[src/rtl/ps_bc_bus_sched.sv]
// rtl/ps_bc_bus_sched.sv - BC bus scheduler: sequenced ownership of the shared bus-connect path
// Requesters: [0]=PC stack, [1]=DM access, [2]=ureg transfer, [3]=immediate load.
// Optional macro PS_BC_RR_EN: round-robin arbitration instead of fixed priority (imm > stack > DM > ureg).
module ps_bc_bus_sched #(
   parameter int               TMO_W   = 4,
   parameter logic [TMO_W-1:0] TMO_MAX = TMO_W'(12)
) (
   input  logic       clk,
   input  logic       rst,
   input  logic [3:0] ps_bc_req,
   input  logic       ps_popstck,
   input  logic       ps_dm_wrb,
   input  logic [3:0] ps_ureg_add,
   input  logic       ps_dm_ack,
   output logic [3:0] ps_bc_gnt,
   output logic [1:0] ps_bc_drr_slct,
   output logic [2:0] ps_bc_di_slct,
   output logic       ps_bc_stall,
   output logic       ps_bc_tmout
);

   typedef enum logic [1:0] {
      ST_IDLE  = 2'd0,
      ST_GRANT = 2'd1,
      ST_WAIT  = 2'd2
   } state_t;

   localparam logic [TMO_W-1:0] TMO_LAST = TMO_MAX - TMO_W'(1);
   localparam logic [1:0]       DRR_IDLE = 2'b11;
   localparam logic [2:0]       DI_IDLE  = 3'b011;

   state_t           state_q, state_d;
   logic [3:0]       gnt_q, gnt_d;
   logic [1:0]       drr_q, drr_d;
   logic [2:0]       di_q, di_d;
   logic [TMO_W-1:0] cnt_q, cnt_d;
   logic             tmout_q, tmout_d;
   logic [3:0]       arb_req;
   logic [3:0]       win;
   logic [4:0]       win_sel;
   logic             reload;
`ifdef PS_BC_RR_EN
   logic [1:0]       ptr_q, ptr_d;
`endif

   // Fixed priority: immediate first, then stack, DM, ureg transfer.
   function automatic logic [3:0] arb_fixed(input logic [3:0] r);
      logic [3:0] g;
      g = 4'b0000;
      if (r[3])      g = 4'b1000;
      else if (r[0]) g = 4'b0001;
      else if (r[1]) g = 4'b0010;
      else if (r[2]) g = 4'b0100;
      return g;
   endfunction

`ifdef PS_BC_RR_EN
   // Search starts at the pointer; walking downward lets the pointer slot win last.
   function automatic logic [3:0] arb_rr(input logic [3:0] r, input logic [1:0] p);
      logic [3:0] g;
      logic [1:0] idx;
      g = 4'b0000;
      for (int i = 3; i >= 0; i--) begin
         idx = p + 2'(i);
         if (r[idx]) g = 4'(1) << idx;
      end
      return g;
   endfunction

   function automatic logic [1:0] win_idx(input logic [3:0] g);
      logic [1:0] idx;
      idx = 2'd0;
      for (int i = 0; i < 4; i++) begin
         if (g[i]) idx = 2'(i);
      end
      return idx;
   endfunction
`endif

   // Returns {drr, di} for a one-hot winner; an empty grant yields the idle codes.
   function automatic logic [4:0] sel_codes(input logic [3:0] g, input logic pop,
                                            input logic wrb, input logic [3:0] ua);
      logic [1:0] drr;
      logic [2:0] di;
      drr = DRR_IDLE;
      di  = DI_IDLE;
      if (g[3]) begin
         drr = 2'b11;
         di  = 3'b010;
      end else if (g[0]) begin
         // push and pop share the same stack path through the BC mux
         drr = 2'b01;
         di  = pop ? 3'b001 : 3'b001;
      end else if (g[1] && !wrb) begin
         drr = 2'b11;
         di  = 3'b000;
      end else if (g[1] || g[2]) begin
         di = 3'b001;
         case (ua)
            4'h0:       drr = 2'b10;
            4'h1, 4'h2: drr = 2'b00;
            4'h6, 4'h7: drr = 2'b01;
            default:    drr = 2'b11;
         endcase
      end
      return {drr, di};
   endfunction

   // Arbitration candidate: the current owner is masked so it cannot be re-granted back to back.
   always_comb begin
      arb_req = ps_bc_req & ~gnt_q;
`ifdef PS_BC_RR_EN
      win = arb_rr(arb_req, ptr_q);
`else
      win = arb_fixed(arb_req);
`endif
      win_sel = sel_codes(win, ps_popstck, ps_dm_wrb, ps_ureg_add);
   end

   // Next-state, grant and select sequencing; selects are only loaded when a new grant is taken.
   always_comb begin
      state_d = state_q;
      gnt_d   = gnt_q;
      drr_d   = drr_q;
      di_d    = di_q;
      cnt_d   = cnt_q;
      tmout_d = tmout_q;
      reload  = 1'b0;
`ifdef PS_BC_RR_EN
      ptr_d   = ptr_q;
`endif
      case (state_q)
         ST_IDLE: begin
            reload = (ps_bc_req != 4'b0000);
         end
         ST_GRANT: begin
            if (gnt_q[1] && !ps_dm_ack) begin
               state_d = ST_WAIT;
               cnt_d   = '0;
            end else begin
               reload = 1'b1;
            end
         end
         ST_WAIT: begin
            // GRANT cycle plus TMO_MAX wait cycles is the longest a DM owner may hold the bus
            if (ps_dm_ack) begin
               reload = 1'b1;
            end else if (cnt_q == TMO_LAST) begin
               tmout_d = 1'b1;
               state_d = ST_IDLE;
               gnt_d   = 4'b0000;
               drr_d   = DRR_IDLE;
               di_d    = DI_IDLE;
            end else begin
               cnt_d = cnt_q + TMO_W'(1);
            end
         end
         default: begin
            state_d = ST_IDLE;
            gnt_d   = 4'b0000;
            drr_d   = DRR_IDLE;
            di_d    = DI_IDLE;
         end
      endcase
      if (reload) begin
         gnt_d           = win;
         {drr_d, di_d}   = win_sel;
         state_d         = (win != 4'b0000) ? ST_GRANT : ST_IDLE;
`ifdef PS_BC_RR_EN
         if (win != 4'b0000) ptr_d = win_idx(win) + 2'd1;
`endif
      end
   end

   // State, grant, select, timeout counter and sticky error registers.
   always_ff @(posedge clk or posedge rst) begin
      if (rst) begin
         state_q <= ST_IDLE;
         gnt_q   <= 4'b0000;
         drr_q   <= DRR_IDLE;
         di_q    <= DI_IDLE;
         cnt_q   <= '0;
         tmout_q <= 1'b0;
      end else begin
         state_q <= state_d;
         gnt_q   <= gnt_d;
         drr_q   <= drr_d;
         di_q    <= di_d;
         cnt_q   <= cnt_d;
         tmout_q <= tmout_d;
      end
   end

`ifdef PS_BC_RR_EN
   // Round-robin pointer: slot searched first at the next arbitration.
   always_ff @(posedge clk or posedge rst) begin
      if (rst) ptr_q <= 2'd0;
      else     ptr_q <= ptr_d;
   end
`endif

   assign ps_bc_gnt      = gnt_q;
   assign ps_bc_drr_slct = drr_q;
   assign ps_bc_di_slct  = di_q;
   assign ps_bc_tmout    = tmout_q;
   assign ps_bc_stall    = |(ps_bc_req & ~gnt_d);

endmodule

[config.mk]
export PLATFORM = sky130hd
export DESIGN_NAME = ps_bc_bus_sched
export DESIGN_NICKNAME = d
export VERILOG_FILES = /design/src/rtl/ps_bc_bus_sched.sv
export SDC_FILE = /design/constraint.sdc
export NUM_CORES = 1
export LEC_CHECK = 0
export ABC_AREA = 1
export BUFFER_PORTS_ARGS = -buffer_cell sky130_fd_sc_hd__buf_2
export CAP_MARGIN = 20
export CORE_MARGIN = 4
export CORE_UTILIZATION = 30
export DETAILED_ROUTE_END_ITERATION = 8
export HOLD_SLACK_MARGIN = 0.15
export PLACE_DENSITY = 0.6
export SLEW_MARGIN = 20
export SYNTH_ARGS = -nofsm -noshare
export SYNTH_HDL_FRONTEND = slang
export SYNTH_SLANG_ARGS = --single-unit
[constraint.sdc]
create_clock -name clk -period 3.45 [get_ports clk]
set_clock_uncertainty 0.05 [all_clocks]
set_input_delay 0.69 -clock clk [delete_from_list [all_inputs] [get_ports clk]]
set_output_delay 0.69 -clock clk [all_outputs]
set_load 0.01 [all_outputs]
==> flow_summary.ini <==
[run_status]
status = finished, final reports clean

[synth]
synthTopCellsByArea = dfrtp_1, nand2_1, dfstp_2
synthFlopType = dfrtp_1
synth_area_leader_cell = dfrtp_1
synth_top_family_by_area = simple AND/OR/NAND/NOR gates
synth_enable_flop_cells = 0
yosysSeqAreaShare_pct = 43.2
synthSimpleGateAreaFrac_pct = 32.0
syn_nets = 135
synth_xor_area_share_pct = 1.99
async_reset_ff_share_pct = 100
yosys_warnings = 0
synthAdderAreaFrac_pct = 1.42
syn_inst = 121
synth_top_area_share_pct = 31.3
netlist_area_um2 = 881
synth_mux_area_share_pct = 0
synth_cell_types = 22
synth_area_per_cell_um2 = 7.28
synth_compound_area_share_pct = 9.52
synth_seq_cells = 15

[clock_tree]
insertion_delay_ns = 0.28
numCtsBuffers = 3
cts_resized = 0
post_cts_buffers = 0
cts_tree = done
cts.sinks = 15
clockBufferDepth = 2
cts-root-buf = clkbuf_4
htree_levels = 1
holdBufCountCts = 0
cts.clk_slew.worst_paths_ns = 0.10

[floorplan]
num_rows = 19
die_w_um = 62.2
die_y_um = 62.2
initial_core_util_pct = 31.7
die-area_um2 = 3870
fp.coreArea_um2 = 2780
io_pins = 24

[timing]
hold_slack_ns = 0.392
rsz0062_at_grt = no
relSlewSlack_pct = 61.3
timing.final.max_slew_violations = 0
min_period_ns = 2.50
tns_ns = 0
max_slew.worst_pin.slew_ns = 0.580
setup_violations = 0
period_share_pct = 72.5
worst_slack_ns = 0.947
timing.fmax_mhz = 400
hold_viol_final = 0

[finish]
stdcell_count = 176
layout-drive-gt1-share_pct = 25.5
fill_cells = 300
multi_input_area_um2 = 399
diodes = 0
fin_area_um2 = 1050
area_growth_pct = 18.9
post-route-util_pct = 37.7
final_nets = 160
ff_latch_area_um2 = 380

[power_and_ir_drop]
p_leak_nw = 0.597
ir_drop_mv = 0.341
p_total_uw = 666
powerDensity_nw_per_um2 = 636

[setup_path]
r2r-end = ps_bc_drr_slct[1]$_DFFE_PP1P_
startpoint = cnt_q[0]$_DFFE_PP0P_
critPathCapture = ps_bc_stall
r2r_slack_ns = 1.94
crit_arrival_ns = 1.76
rr_worst_depth = 8
crit_family = simple AND/OR/NAND/NOR gates
critPathKind = register to output port
path_depth = 10
crit_path_max_fanout = 4
critPathRequiredTime_ns = 2.71
start_kind = register
worstSetupEndpointType = output port
cp_num_buf_inv = 2
path_cells = ha_1 -> nand3_1 -> nand3_2 -> nand3_2 -> nand2_1 -> nand3_1 -> nand2_1 -> inv_1 -> nand2_1 -> buf_2
r2r_start = cnt_q[0]$_DFFE_PP0P_
crit_slowest_cell = dfrtp_1
crit_top_cell = nand2_1
cpPeakStageDelay_ns = 0.42

[global_routing]
grt_usage_pct = 10.5
antenna_found_initial = 0
gr-total-overflow = 0
grt_pass1_wl_um = 3430
grt_pass1_vias = 873
grt_max_degree = 16

[routing]
drt_iter0_drc = 17
antenna_left = 0
drc = 0
dr_total_vias = 843
post_drt_wl_per_cell_um = 11.0
first_pass_iters = 4
wirelength_um = 1930
vias_per_cell = 4.79

[placement]
gp_congestion = 0.791
dp_cells = 172
place_area_um2 = 1020
dp_hpwl_um = 1560
place.port_buffers = 21
preCtsSetupSlack_ns = 1.01

[min_path]
hold_class = input pin to asynchronous set/reset pin

[flow_run]
cap_violations = 0
-- flip-flops by register name, indices dropped and copies added, names as in the netlist --
name and count:
ps_bc_gnt 4, ps_bc_drr_slct 2, cnt_q 4, ps_bc_tmout 1, state_q 2, ps_bc_di_slct 2
-- layout by cell type, fill, tap and decap left out --
cell type and count:
nand2_1 30, inv_1 23, buf_2 21, nand3_1 11, dfrtp_1 11, nor2_1 9
o21ai_0 8, a21oi_1 4, dfstp_2 4, nand4_1 3, nand2_2 3, clkbuf_4 3
inv_2 2, nand3_2 2, xor2_1 2, nor2_4 1, or2_1 1, o21a_1 1
a41oi_1 1, o31ai_1 1, nor3_1 1, ha_1 1, conb_1 1, clkinvlp_4 1
-- power by group --
group          total, mW  internal, mW  switching, mW
Clock              0.108        0.0440         0.0637
Combinational      0.269        0.0975          0.172
Sequential         0.289         0.243         0.0462
-- Yosys cell counts (all sizes together) (2+ instances only) --
master and number:
a21oi 4, dfstp 4, nand3 13, nor2 10
xor2 2, nand2 33, dfrtp 11, o21ai 8
nand4 3, inv 25
-- cell families (layout without fill, tap and decap cells) --
group / after synthesis / after routing
buf+inv: 26 / 50
compound gates: 15 / 15
fa+ha+maj: 1 / 1
simple gates: 61 / 61
flops: 15 / 15
other cells: 1 / 1
xor+xnor: 2 / 2
-- worst min-delay path by stage --
stage                                   end  slack (ns)                    start
floorplan              cnt_q[3]$_DFFE_PP0P_        0.38     cnt_q[3]$_DFFE_PP0P_
global placement    ps_bc_tmout$_DFFE_PP0P_        0.40  ps_bc_tmout$_DFFE_PP0P_
detailed placement  ps_bc_tmout$_DFFE_PP0P_        0.41  ps_bc_tmout$_DFFE_PP0P_
CTS                    cnt_q[2]$_DFFE_PP0P_        0.42                      rst
global route           cnt_q[2]$_DFFE_PP0P_        0.46                      rst
finish                 cnt_q[2]$_DFFE_PP0P_        0.39                      rst
-- layout make-up --
| type | count | area share (%) |
|---|---|---|
| inverter | 25 | 8.96 |
| multi-input combinational | 80 | 38.1 |
| clock inverter | 1 | 0.717 |
| timing repair buffer | 21 | 10.0 |
| sequential | 15 | 36.3 |
| clock buffer | 3 | 2.15 |
| tap | 31 | 3.70 |
-- worst reg2reg max path: cells and delay by family (launching register included) --
family,cells,cell delay (ns)
AOI/OAI and AO/OA,1,0.03
buffers and inverters,2,0.11
DFF,1,0.42
adders and majority gates,1,0.23
and+or+nand+nor,4,0.60
-- per-layer routing --
metal | vias up | global-route usage, % | share of wire, %
met4 | 0 | 4.07 | 0.98
met1 | 399 | 12.2 | 47
met5 | - | 0 | 0
met2 | 13 | 18.7 | 49
li1 | 429 | - | -
met3 | 2 | 1.98 | 3.6
No activity file was read; power rests on OpenSTA's default activity.
